[config.mk]
export PLATFORM = sky130hd
export DESIGN_NAME = input_debouncer
export DESIGN_NICKNAME = d
export VERILOG_FILES = /design/src/rtl/input_debouncer.sv
export SDC_FILE = /design/constraint.sdc
export NUM_CORES = 1
export LEC_CHECK = 0
export ABC_AREA = 1
export BUFFER_PORTS_ARGS = -buffer_cell sky130_fd_sc_hd__buf_2
export CORE_UTILIZATION = 55
export DETAILED_ROUTE_END_ITERATION = 12
export PLACE_DENSITY = 0.77
export SLEW_MARGIN = 0
export SYNTH_ARGS = -nofsm -noshare
export SYNTH_HDL_FRONTEND = slang
export SYNTH_HIERARCHICAL = 1
export SYNTH_SLANG_ARGS = --single-unit
[constraint.sdc]
create_clock -name clk -period 2.6 [get_ports clk]
set_input_delay 0.13 -clock clk [delete_from_list [all_inputs] [get_ports clk]]
set_output_delay 0.13 -clock clk [all_outputs]
set_load 0.005 [all_outputs]
[src/rtl/input_debouncer.sv]
// Pushbutton/switch debouncer with memory-mapped KEYDATA, KEYEDGE and SWDATA registers.
// Define INPUT_DEBOUNCER_SW_DEBOUNCE_EN to debounce SW too; otherwise SW is only synchronized.

module input_debouncer_bit #(
  parameter int DEBOUNCE_CYCLES = 500000
) (
  input  logic clk,
  input  logic reset,
  input  logic sync_in,
  output logic stable_q,
  output logic stable_d
);
  localparam int CW = $clog2(DEBOUNCE_CYCLES);

  logic [CW-1:0] cnt_q, cnt_d;

  always_comb begin
    cnt_d    = cnt_q;
    stable_d = stable_q;
    if (sync_in == stable_q) begin
      cnt_d = '0;
    end else if (cnt_q == CW'(DEBOUNCE_CYCLES - 1)) begin
      stable_d = sync_in;
      cnt_d    = '0;
    end else begin
      cnt_d = cnt_q + CW'(1);
    end
  end

  always_ff @(posedge clk) begin
    if (reset) begin
      cnt_q    <= '0;
      stable_q <= 1'b0;
    end else begin
      cnt_q    <= cnt_d;
      stable_q <= stable_d;
    end
  end
endmodule

module input_debouncer #(
  parameter int DBITS           = 32,
  parameter int DEBOUNCE_CYCLES = 500000
) (
  input  logic             clk,
  input  logic             reset,
  input  logic [3:0]       KEY,
  input  logic [9:0]       SW,
  input  logic             rdEn,
  input  logic             wrtEn,
  input  logic [1:0]       regSel,
  input  logic [DBITS-1:0] wrtData,
  output logic [DBITS-1:0] dataOut
);
  logic [3:0] key_s1_q, key_s2_q;
  logic [9:0] sw_s1_q, sw_s2_q;
  logic [3:0] key_state, key_nxt, key_rise;
  logic [9:0] sw_state;
  logic [3:0] edge_q, edge_d;
  logic       overrun_q, overrun_d;
  logic [3:0] clr_mask, ov_set;
  logic       clr_ov;

  always_ff @(posedge clk) begin
    if (reset) begin
      key_s1_q <= 4'hF;
      key_s2_q <= 4'hF;
      sw_s1_q  <= '0;
      sw_s2_q  <= '0;
    end else begin
      key_s1_q <= KEY;
      key_s2_q <= key_s1_q;
      sw_s1_q  <= SW;
      sw_s2_q  <= sw_s1_q;
    end
  end

  for (genvar i = 0; i < 4; i++) begin : g_key
    input_debouncer_bit #(.DEBOUNCE_CYCLES(DEBOUNCE_CYCLES)) u_db (
      .clk(clk), .reset(reset), .sync_in(~key_s2_q[i]),
      .stable_q(key_state[i]), .stable_d(key_nxt[i])
    );
  end

`ifdef INPUT_DEBOUNCER_SW_DEBOUNCE_EN
  logic [9:0] sw_nxt;
  for (genvar i = 0; i < 10; i++) begin : g_sw
    input_debouncer_bit #(.DEBOUNCE_CYCLES(DEBOUNCE_CYCLES)) u_db (
      .clk(clk), .reset(reset), .sync_in(sw_s2_q[i]),
      .stable_q(sw_state[i]), .stable_d(sw_nxt[i])
    );
  end
  logic unused_sw;
  assign unused_sw = ^sw_nxt;
`else
  assign sw_state = sw_s2_q;
`endif

  assign key_rise = key_nxt & ~key_state;

  always_comb begin
    clr_mask = 4'h0;
    clr_ov   = 1'b0;
    if (regSel == 2'd1) begin
      if (rdEn) begin
        clr_mask = 4'hF;
        clr_ov   = 1'b1;
      end
      if (wrtEn) begin
        clr_mask = clr_mask | wrtData[3:0];
        clr_ov   = clr_ov | wrtData[8];
      end
    end
  end

  // A press coinciding with a clear of the same bit is a fresh event, not an overrun.
  always_comb begin
    ov_set    = key_rise & edge_q & ~clr_mask;
    edge_d    = key_rise | (edge_q & ~clr_mask);
    overrun_d = (|ov_set) | (overrun_q & ~clr_ov);
  end

  always_ff @(posedge clk) begin
    if (reset) begin
      edge_q    <= '0;
      overrun_q <= 1'b0;
    end else begin
      edge_q    <= edge_d;
      overrun_q <= overrun_d;
    end
  end

  always_comb begin
    dataOut = '0;
    case (regSel)
      2'd0: dataOut[3:0] = key_state;
      2'd1: begin
        dataOut[3:0] = edge_q;
        dataOut[8]   = overrun_q;
      end
      2'd2: dataOut[9:0] = sw_state;
      default: dataOut = '0;
    endcase
  end

  logic unused_wr;
  assign unused_wr = ^{wrtData[DBITS-1:9], wrtData[7:4]};
endmodule

Word level (Yosys, flattened, before mapping)
Index checks and enable logic that the tools add are counted.

Bits in registers: 113. Input bits: 52. Output and inout port bits: 32.

Add/sub/neg operators: 4. Equality and inequality tests: 10. Mux-type cells: 20. Bitwise gates (word level): 16. Reduce and logical (&&, ||, !) cells: 6.

Operator list (count): $add 19x1->19 const B (4); $eq 19x19->1 const B (4); $mux 4 (5); $and 4x4->4 (4); $mux 1 (13); $pmux 4 s3 (1); $reduce_or 3->1 (4); $not 4->4 (2); $or 4x4->4 (2); $not 1->1 (5); $eq 1x1->1 (4); $reduce_or 4->1 (1); $eq 2x1->1 const B (1); $eq 2x2->1 const B (1); $logic_not 2->1 (1); $or 1x1->1 (2); $pmux 1 s2 (1); $and 1x1->1 (1).

Logic depth before layout (Yosys ltp)
Gate-level depths: netlist of the first run.

Word-level depth: 9. Mapped depth: 14. Gate-level depth less buffers: 14.

Hierarchy
Netlist of the first run, hierarchy kept.

By module, submodules not included: input_debouncer_bit (instances 4, cells each 160, area an instance 1077.3 um2); input_debouncer (instances 1, cells each 206, area an instance 1480.2 um2).

Worst setup path after synthesis of the first run
No wires, ideal clock.

Kind: register -> register. Start: register g_key[2].u_db.cnt_q[0]. End: register overrun_q. Setup time: 0.064 ns. Data arrival time: 1.457 ns. Required time: 2.536 ns. Path slack: 1.079 ns. Stages on the path, launching flop included: 14. Path buffers: 0. Clock period less this slack: 1.521 ns. Path through: dfxtp_1 > ha_1 > nand3_1 > nor2_2 > nand3_2 > nand2_1 > nand2_1 > inv_1 > nand2_1 > nor2_1 > nand2_1 > nand3_1 > nor2_1 > nor2_1.

Longest elaborated chain between the ends: 8.

RTL lines: start: declaration (RTL line 15) `logic [CW-1:0] cnt_q, cnt_d;`; start signal: assignment (RTL line 35) `cnt_q <= cnt_d;`; $eq 19x19->1 (RTL line 22) `end else if (cnt_q == CW'(DEBOUNCE_CYCLES - 1)) begin`; $mux 1 (RTL line 22); $mux 1 (RTL line 20) `if (sync_in == stable_q) begin`; named net key_nxt[2] (RTL line 57) `logic [3:0] key_state, key_nxt, key_rise;`; $and 4x4->4 (RTL line 99) `assign key_rise = key_nxt & ~key_state;`; $and 4x4->4 (2 in a row) (RTL line 118) `ov_set = key_rise & edge_q & ~clr_mask;`; $reduce_or 4->1 (RTL line 120) `overrun_d = (|ov_set) | (overrun_q & ~clr_ov);`; $or 1x1->1 (RTL line 120); end signal: assignment (RTL line 129) `overrun_q <= overrun_d;`; end: declaration (RTL line 60) `logic overrun_q, overrun_d;`.

The timed path passes the listed nets, and every way through them passes these cells. A chain may end at the register's enable or synchronous reset.

Final worst setup path of the first run
Start: register g_key[0].u_db.cnt_q[0]. End: register overrun_q.

Longest elaborated chain between the ends: 8.

RTL lines (RTL line): start: declaration (15); start signal: assignment (35); $eq 19x19->1 (22); $mux 1 (22); $mux 1 (20); named net key_nxt[0] (57); $and 4x4->4 (99); $and 4x4->4 (2 in a row) (118); $reduce_or 4->1 (120); $or 1x1->1 (120).

The timed path passes the listed nets, and every way through them passes these cells.

==> results of run 1 <==
==> registers in the layout, summed over array words and instances, names as in the netlist <==
signal / cells
edge_q: 4
overrun_q: 1
g_key.u_db/stable_q: 4
g_key.u_db/cnt_q: 76
key_s2_q: 4
sw_s2_q: 10
key_s1_q: 4
sw_s1_q: 10
==> layout make-up <==
type                            count  area, sq um
Sequential cell                   113         2260
Clock inverter                     10          203
Timing Repair Buffer               48          310
Tap cell                          136          170
Clock buffer                       22          473
Inverter                          125          469
Fill cell                         927         3500
Multi-Input combinational cell    598         2890
==> power groups by stage <==
stage,logic [mW],registers (mW),clock network [mW]
5_1_grt,0.136,1.76,2.74
6_report,0.119,1.76,2.62
3_3_place_gp,0.101,1.80,0
3_5_place_dp,0.102,1.80,0
4_1_cts,0.119,1.76,2.66
2_1_floorplan,0.0936,1.80,0
==> per-stage QoR <==
| step | cell area, sq um | std cells | util (%) | hold WS, ns |
|---|---|---|---|---|
| 2_1_floorplan | 5870 | 867 | - | 0.202 |
| 3_3_place_gp | 5960 | 1006 | 58.0 | 0.315 |
| 3_5_place_dp | 5960 | 1006 | 58.0 | 0.318 |
| 4_1_cts | 6780 | 1052 | 66.0 | 0.0150 |
| 5_1_grt | 6780 | 1052 | 66.0 | 0.0515 |
| 6_report | 6780 | 1052 | 66.0 | 0.0263 |
==> synthesized netlist by cell type (all sizes together) <==
master  count
a21boi      1
buf        30
and2        4
xnor2      16
xor2       20
ha          8
o21a        4
nor3        8
dfxtp     113
nand3      65
nand2     184
clkbuf      1
conb        1
nand4      16
nor2      198
or2        16
a21oi      36
inv       125
==> metal layers <==
layer / track usage (%) / share of wire (%)
met1: 25.5 / 48
met2: 36.7 / 47
met3: 6.86 / 4.1
met4: 7.95 / 0.77
met5: 0 / 0
==> final timing paths <==
check                    startpoint          to  slack (ns)  cells past startpoint
max reg2reg  g_key[0].u_db/cnt_q[0]   overrun_q        0.82                     13
min reg2reg              sw_s1_q[1]  sw_s2_q[1]        0.40                      2
min                      wrtData[1]   edge_q[1]        0.03                      6
max          g_key[0].u_db/cnt_q[0]   overrun_q        0.82                     13
==> tightest hold or removal path, delay by kind of cell <==
kind	cells	cell delay [ns]
buffers and inverters	1	0.08
AND/OR/NAND/NOR	4	0.23
AO/OA/AOI/OAI	1	0.05
==> kinds of logic after synthesis <==
logic type,after synthesis
other,1
and+or+nand+nor,491
buffers and inverters,156
xor gates and xnor gates,36
AOI/OAI and AO/OA,41
DFF,113
adders and majority gates,8
==> timing repair <==
action                                 CTS  global route
hold buffers                            14             0
endpoints found under the hold margin   14             0
buffers inserted                         0             0
==> flow_metrics.py, run 1 <==
metrics = {
    "status": {
        "status": "finished, final reports clean",
    },
    "clock_tree": {
        "numCtsBuffers": 17,
        "cts_resized": 0,
        "cts.clk_slew.worst_paths_ns": 0.05,
        "clk_latency_ns": 0.52,
        "clockRootBuffer": "clkbuf_8",
        "cts_tree": "built",
        "clock_path_buffers": 2,
        "ctsHtreeMaxLevel": 4,
        "cts_sinks": 113,
    },
    "power": {
        "p_int_mw": 3.65,
        "combPwrFrac_pct": 2.6,
        "total_power_mw": 4.50,
        "cellPowerDensity_nw_per_um2": 664,
        "switching_power_uw": 847,
        "p_leak_nw": 2.69,
        "power.share.switching_pct": 18.8,
        "seq_power_share_pct": 39.1,
        "vdd_drop_max_mv": 0.479,
        "pwr-share-clk_pct": 58.2,
    },
    "critical_path": {
        "cp_max_fo": 4,
        "cp_cell_sequence": "ha_1, nand3_1, nor2_2, nand3_2, nand2_1, nand2_1, inv_1, nand2_1, nor2_1, nand2_1, nand3_1, nor2_1, nor2_1",
        "required_ns": 3.04,
        "cp_top_family": "simple AND/OR/NAND/NOR gates",
        "slowest_delay_ns": 0.35,
        "crit_type": "flip-flop to flip-flop",
        "cp_data_arrival_time_ns": 2.22,
        "worstSetupEndpointType": "flip-flop",
        "cp_num_buf_inv": 1,
        "crit_top_cell": "nand2_1",
        "crit_slowest_cell": "dfxtp_1",
        "worstSetupStartpointType": "flip-flop",
    },
    "sta": {
        "period_share_pct": 68.5,
        "setup_slack_ns": 0.820,
        "setup_violations": 0,
        "report.final.slew_viol_count": 0,
        "rsz0062_at_grt": "no",
        "finClkSkew_ns": 0.00922,
        "worstMarginPinSlew_ns": 0.698,
        "tns_ns": 0,
        "final_hold_viol_count": 0,
        "max_slew_margin_pct": 53.5,
        "fmax_mhz": 562,
        "period_needed_ns": 1.78,
    },
    "worst_hold_path": {
        "hold_path.class": "input pin to flip-flop",
    },
    "die": {
        "dieWidth_um": 105,
        "core_region_area_sq_um": 10300,
        "rows": 37,
        "fp.dieH_um": 105,
        "ios": 84,
        "start_util_pct": 56.3,
        "dieArea_sq_um": 10900,
    },
    "final_layout": {
        "layout_common_cells": "178 x nor2_1, 175 x nand2_1, 124 x inv_1, 113 x dfxtp_1, 61 x nand3_1",
        "num_antenna_cells": 0,
        "nets": 963,
        "drive_above_1_share_pct": 11.6,
        "area_growth_syn_to_layout_pct": 17.1,
        "final_common_cell": "nor2_1",
    },
    "synthesis": {
        "synth_top_area_cell": "dfxtp_1",
        "synthTopCellsByArea": "dfxtp_1 39%, nor2_1 12%, nand2_1 11%",
        "syn_avg_cell_area_sq_um": 6.84,
        "synth_compound_gate_area_share_pct": 3.76,
        "netlist_area_sq_um": 5790,
        "synth_top_family_by_area": "simple AND/OR/NAND/NOR gates",
        "synth_top_area_share_pct": 39.1,
        "synthSimpleGateAreaFrac_pct": 37.6,
        "seq_area_frac_synth_pct": 39.1,
        "synth_fa_ha_area_share_pct": 1.73,
        "synth_cell_types": 28,
        "synth_cells": 846,
        "synth_xor_area_share_pct": 5.45,
        "yosys_warnings": 6,
        "synth_seq_cells": 113,
        "yosys-mux-area-fraction_pct": 0,
    },
    "placement": {
        "io_buffers": 34,
        "dpl_worst_slack_ns": 0.850,
        "place.gp.congestion": 0.842,
        "dp_hpwl_mm": 7.55,
    },
    "drt": {
        "wirelength_mm": 11.2,
        "drt.antenna.violating_nets": 0,
        "drtIter0Drc": 203,
        "wl_per_cell_um": 10.6,
        "via_per_inst": 4.69,
        "first_pass_iters": 4,
        "vias": 4938,
        "route.detailed.drc": 0,
    },
    "global_routing": {
        "grt_pass1_wl_mm": 18.9,
        "grt_max_degree": 42,
        "grt_antenna_before_repair": 0,
        "grt_overflow": 0,
        "track_usage_pct": 21.6,
        "first_global_vias": 4478,
    },
    "flow_run": {
        "maxCapViolCount": 0,
    },
}
Power figures use the tool's default switching activity.
==> run 2: changes to the inputs <==
==> constraint.sdc (replaced) <==
create_clock -name clk -period 1.8 [get_ports clk]
set_input_delay 0.09 -clock clk [delete_from_list [all_inputs] [get_ports clk]]
set_output_delay 0.09 -clock clk [all_outputs]
set_load 0.005 [all_outputs]
==> run 2 against run 1 <==
Core utilization up 1.0 points. First-iteration DRC count rose by 36%. Via count up 3.4%. Worst setup slack worse by 0.62 ns. Final area increased by 1.6%. Flip-flop and latch count unchanged. Sequential share of layout area decreased by 0.50 points. Non-clock buffer count grew 17. Critical endpoint unchanged. Largest cell class unchanged.
==> flow_metrics.py, run 2 (synthesis gave the netlist of run 1 again) <==
metrics = {
    "status": {
        "status": "finished, final reports clean",
    },
    "die": {
        "dieWidth_um": 105,
        "start_util_pct": 56.3,
        "rows": 37,
        "ios": 84,
        "dieArea_sq_um": 10900,
        "fp.dieH_um": 105,
        "core_region_area_sq_um": 10300,
    },
    "final_layout": {
        "drive_above_1_share_pct": 13.3,
        "reg_top3": "g_key.u_db/cnt_q: 76 flops, sw_s1_q: 10 flops, sw_s2_q: 10 flops",
        "final_common_cell": "nor2_1",
        "area_growth_syn_to_layout_pct": 19.0,
        "stdcell_count": 1066,
        "max_flop_register": "g_key.u_db/cnt_q",
        "largest_reg_flops": 76,
        "nets": 980,
        "layout_common_cells": "176 x nor2_1, 175 x nand2_1, 124 x inv_1, 112 x dfxtp_1, 58 x nand3_1",
        "num_antenna_cells": 0,
        "fin_util_pct": 67.0,
    },
    "sta": {
        "period_share_pct": 88.9,
        "finClkSkew_ns": 0.00575,
        "report.final.slew_viol_count": 0,
        "period_needed_ns": 1.60,
        "final_hold_viol_count": 0,
        "setup_violations": 0,
        "fmax_mhz": 625,
    },
    "worst_hold_path": {
        "hold_depth": 6,
        "min_from": "rdEn",
        "hold_path.class": "input pin to flip-flop",
        "hold_path_end": "edge_q[2]",
    },
    "global_routing": {
        "first_global_vias": 4644,
        "grt_pass1_wl_mm": 19.8,
        "grt_antenna_before_repair": 0,
        "grt_max_degree": 24,
        "grt_overflow": 0,
        "track_usage_pct": 22.5,
    },
    "critical_path": {
        "required_ns": 2.26,
        "cp_data_arrival_time_ns": 2.06,
        "slowest_delay_ns": 0.35,
        "cp_max_fo": 4,
        "worstSetupEndpointType": "flip-flop",
        "cp_num_buf_inv": 1,
        "cp_cell_sequence": "ha_2, nand3_4, nor2_4, nand3_4, nand2_1, nand2_1, inv_1, nand2_1, nor2_1, nand2_1, nand2_2, nor2_1, nor2_1",
        "crit_top_cell": "nand2_1",
        "ff2ff_path_depth": 13,
        "reg2reg_to": "overrun_q",
        "cp_top_family": "simple AND/OR/NAND/NOR gates",
        "crit_slowest_cell": "dfxtp_1",
        "worstReg2RegStart": "g_key[1].u_db/cnt_q[0]",
        "worstSetupStartpointType": "flip-flop",
        "crit_type": "flip-flop to flip-flop",
        "r2r_slack_ns": 0.20,
    },
    "drt": {
        "wirelength_mm": 11.7,
        "drtIter0Drc": 277,
        "vias": 5106,
        "wl_per_cell_um": 11.0,
        "drt.antenna.violating_nets": 0,
        "first_pass_iters": 6,
        "via_per_inst": 4.79,
        "route.detailed.drc": 0,
    },
    "clock_tree": {
        "clock_path_buffers": 2,
        "cts_sinks": 113,
        "ctsHtreeMaxLevel": 4,
        "clockRootBuffer": "clkbuf_8",
        "numCtsBuffers": 17,
        "clk_latency_ns": 0.52,
        "cts_tree": "built",
        "cts.clk_slew.worst_paths_ns": 0.05,
    },
    "flow_run": {
        "maxCapViolCount": 0,
    },
    "power": {
        "vdd_drop_max_mv": 0.748,
        "cellPowerDensity_nw_per_um2": 860,
        "p_leak_nw": 2.71,
    },
    "placement": {
        "io_buffers": 34,
        "place.gp.congestion": 0.833,
        "dp_hpwl_mm": 7.72,
        "dp_cells": 1016,
    },
}
[run 2: worst min-delay path: cells and delay by family]
family / cells / cell delay (ns)
AO/OA/AOI/OAI: 1 / 0.05
AND/OR/NAND/NOR: 3 / 0.22
buffers and inverters: 2 / 0.13
[run 2: repair_timing]
action | 4_1_cts | 5_1_grt
hold endpoints to repair | 22 | 0
gates resized for setup | 0 | 17
setup endpoints to repair | 0 | 1
hold buffers | 20 | 0
setup buffers | 0 | 1
[run 2: metal layers]
layer	vias to the layer above	routed length, um	track usage [%]
li1	2688	-	-
met1	2286	5310	26.6
met2	114	5640	38.4
met3	18	605	6.55
met4	0	190	8.95
met5	-	0	0
[run 2: worst max path at each step]
| stage | from | endpoint | cells past startpoint |
|---|---|---|---|
| detailed placement | g_key[1].u_db/cnt_q[0] | overrun_q | 13 |
| global placement | g_key[1].u_db/cnt_q[0] | overrun_q | 13 |
| global route | g_key[2].u_db/cnt_q[0] | overrun_q | 12 |
| CTS | g_key[1].u_db/cnt_q[0] | overrun_q | 13 |
| finish | g_key[1].u_db/cnt_q[0] | overrun_q | 13 |
| floorplan | g_key[2].u_db/cnt_q[0] | overrun_q | 13 |
[run 2: stage by stage]
| step | total power, mW | TNS [ns] | hold WS, ns | area, sq um | setup slack, ns |
|---|---|---|---|---|---|
| 3_5_place_dp | 2.74 | 0 | 0.273 | 6040 | 0.102 |
| 3_3_place_gp | 2.74 | 0 | 0.273 | 6040 | 0.156 |
| 4_1_cts | 5.98 | 0 | 0.00183 | 6810 | 0.0866 |
| 6_report | 5.92 | 0 | 0.0210 | 6890 | 0.199 |
| 5_1_grt | 6.13 | -0.00691 | 0.0440 | 6890 | -0.00691 |
| 2_1_floorplan | 2.73 | 0 | 0.162 | 5870 | 0.279 |
[run 2: report_power, final]
part	leakage (nW)	total, mW	switching, mW	internal (mW)
Sequential	0.917	2.55	0.00935	2.54
Clock	0.279	3.19	1.07	2.12
Combinational	1.51	0.185	0.101	0.0837
Total	2.71	5.92	1.18	4.74
[run 2: layout make-up]
| type | instances | area (sq um) |
|---|---|---|
| fillers | 872 | 3390 |
| clock buffers | 24 | 490 |
| flip-flops and latches | 113 | 2260 |
| multi-input cells | 598 | 2960 |
| repair buffers | 65 | 453 |
| clock inverters | 5 | 77.6 |
| inverters | 125 | 469 |
| well taps | 136 | 170 |
==> run 3: changes to the inputs <==
--- a/config.mk
+++ b/config.mk
@@ -7,9 +7,10 @@
 export LEC_CHECK = 0
 export ABC_AREA = 1
 export BUFFER_PORTS_ARGS = -buffer_cell sky130_fd_sc_hd__buf_2
-export CORE_UTILIZATION = 55
+export CORE_UTILIZATION = 35
 export DETAILED_ROUTE_END_ITERATION = 12
-export PLACE_DENSITY = 0.77
+export GPL_TIMING_DRIVEN = 0
+export PLACE_DENSITY = 0.61
 export SLEW_MARGIN = 0
 export SYNTH_ARGS = -nofsm -noshare
 export SYNTH_HDL_FRONTEND = slang
==> run 3 against run 2 <==
Fmax is 0.48% lower. Sequential share of layout area down 1.1 points. Clock skew shrank 0.0012 ns. Largest power group unchanged.
==> flow_metrics.py, run 3 (synthesis gave the netlist of run 1 again) <==
metrics = {
    "status": {
        "status": "finished, final reports clean",
    },
    "power": {
        "vdd_drop_max_mv": 0.456,
        "total_power_mw": 6.02,
        "p_leak_nw": 2.82,
        "cellPowerDensity_nw_per_um2": 842,
    },
    "critical_path": {
        "worstSetupStartpointType": "flip-flop",
        "r2r_slack_ns": 0.19,
        "required_ns": 2.15,
        "cp_data_arrival_time_ns": 1.96,
        "cp_max_fo": 4,
        "crit_type": "flip-flop to flip-flop",
        "worstSetupEndpointType": "flip-flop",
    },
    "global_routing": {
        "grt_max_degree": 17,
        "met1_usage_pct": 19.7,
        "track_usage_pct": 14.8,
        "grt.busiest_layer": "met2",
        "grt_overflow": 0,
        "grt_antenna_before_repair": 0,
        "grt_pass1_wl_mm": 19.7,
        "first_global_vias": 4389,
        "met3_usage_pct": 3.54,
        "use_met2_pct": 22.1,
    },
    "final_layout": {
        "final_area_sq_um": 7150,
        "final_common_cell": "nor2_1",
        "largest_reg_flops": 76,
        "drive_above_1_share_pct": 16.0,
        "layout_common_cells": "176 x nor2_1, 175 x nand2_1, 124 x inv_1, 109 x dfxtp_1, 57 x nand3_1",
        "num_antenna_cells": 0,
        "area_growth_syn_to_layout_pct": 23.5,
        "nets": 997,
        "max_flop_register": "g_key.u_db/cnt_q",
        "reg_top3": "g_key.u_db/cnt_q: 76 flops, sw_s1_q: 10 flops, sw_s2_q: 10 flops",
    },
    "die": {
        "dieArea_sq_um": 17100,
        "fp.dieH_um": 131,
        "dieWidth_um": 131,
        "ios": 84,
        "rows": 46,
        "start_util_pct": 36.2,
        "core_region_area_sq_um": 16000,
    },
    "clock_tree": {
        "numCtsBuffers": 17,
        "cts_sinks": 113,
        "cts_tree": "built",
        "cts.clk_slew.worst_paths_ns": 0.05,
        "ctsHtreeMaxLevel": 4,
        "clockRootBuffer": "clkbuf_16",
        "clk_latency_ns": 0.41,
        "clock_path_buffers": 2,
    },
    "sta": {
        "period_needed_ns": 1.61,
        "final_hold_viol_count": 0,
        "whs_ns": 0.0246,
        "period_share_pct": 89.4,
        "finClkSkew_ns": 0.00454,
        "setup_violations": 0,
        "fmax_mhz": 622,
        "report.final.slew_viol_count": 0,
    },
    "placement": {
        "io_buffers": 34,
        "placedInstanceArea_sq_um": 6310,
        "place.gp.congestion": 0.797,
        "dp_hpwl_mm": 8.34,
    },
    "drt": {
        "vias": 4939,
        "via_per_inst": 4.24,
        "drtIter0Drc": 200,
        "drt.antenna.violating_nets": 0,
        "wl_per_cell_um": 10.0,
        "first_pass_iters": 4,
        "wirelength_mm": 11.7,
        "route.detailed.drc": 0,
    },
    "flow_run": {
        "maxCapViolCount": 0,
    },
    "worst_hold_path": {
        "hold_path.class": "input pin to flip-flop",
    },
}
[run 3: stage by stage]
step	setup slack, ns	utilization [%]	cells	TNS (ns)
2_1_floorplan	0.279	-	867	0
6_report	0.191	44.7	1166	0
4_1_cts	0.0143	43.9	1163	0
5_1_grt	-0.0199	44.7	1166	-0.0199
3_5_place_dp	0.0271	39.4	1117	0
3_3_place_gp	0.0624	39.4	1117	0
[run 3: where the power goes]
part / switching [mW] / internal (mW) / total (mW)
logic: 0.110 / 0.112 / 0.222
clock network: 1.10 / 2.15 / 3.25
registers: 0.00925 / 2.54 / 2.55
total: 1.22 / 4.80 / 6.02
[run 3: area by class of cell]
class | instances | area (sq um)
clock inverter | 4 | 45.0
inverter | 125 | 469
clock buffer | 28 | 537
fill | 1667 | 8850
timing repair buffer | 51 | 333
tap | 216 | 270
multi-input combinational | 598 | 2980
buffer | 31 | 244
sequential | 113 | 2270
[run 3: worst max-delay path: stages, from the launching register on]
cell	delay, ns
dfxtp_1	0.38
ha_4	0.17
nand3_2	0.13
nor2_4	0.16
nand3_4	0.12
nand2_1	0.08
nand2_1	0.06
inv_1	0.06
nand2_1	0.06
nor2_1	0.09
nand2_1	0.06
nand3_1	0.08
nor2_1	0.04
nor2_1	0.06
[run 3: layer usage]
layer,part of all wire (%),up-vias
li1,-,2726
met1,52,2117
met2,42,79
met3,3.5,17
met4,2.4,0
met5,0,-
[run 3: path summary, 6_finish.rpt]
| kind | end | cells after the start | from |
|---|---|---|---|
| max | overrun_q | 13 | g_key[2].u_db/cnt_q[0] |
| min | g_key[3].u_db/stable_q | 2 | reset |
| max reg2reg | overrun_q | 13 | g_key[2].u_db/cnt_q[0] |
| min reg2reg | key_s2_q[2] | 1 | key_s1_q[2] |
[run 3: what timing repair did]
action,in CTS,in global routing
setup buffers,0,3
endpoints found under the setup margin,0,2
resized for setup,0,22
hold buffers,14,0
endpoints found under the hold margin,14,0
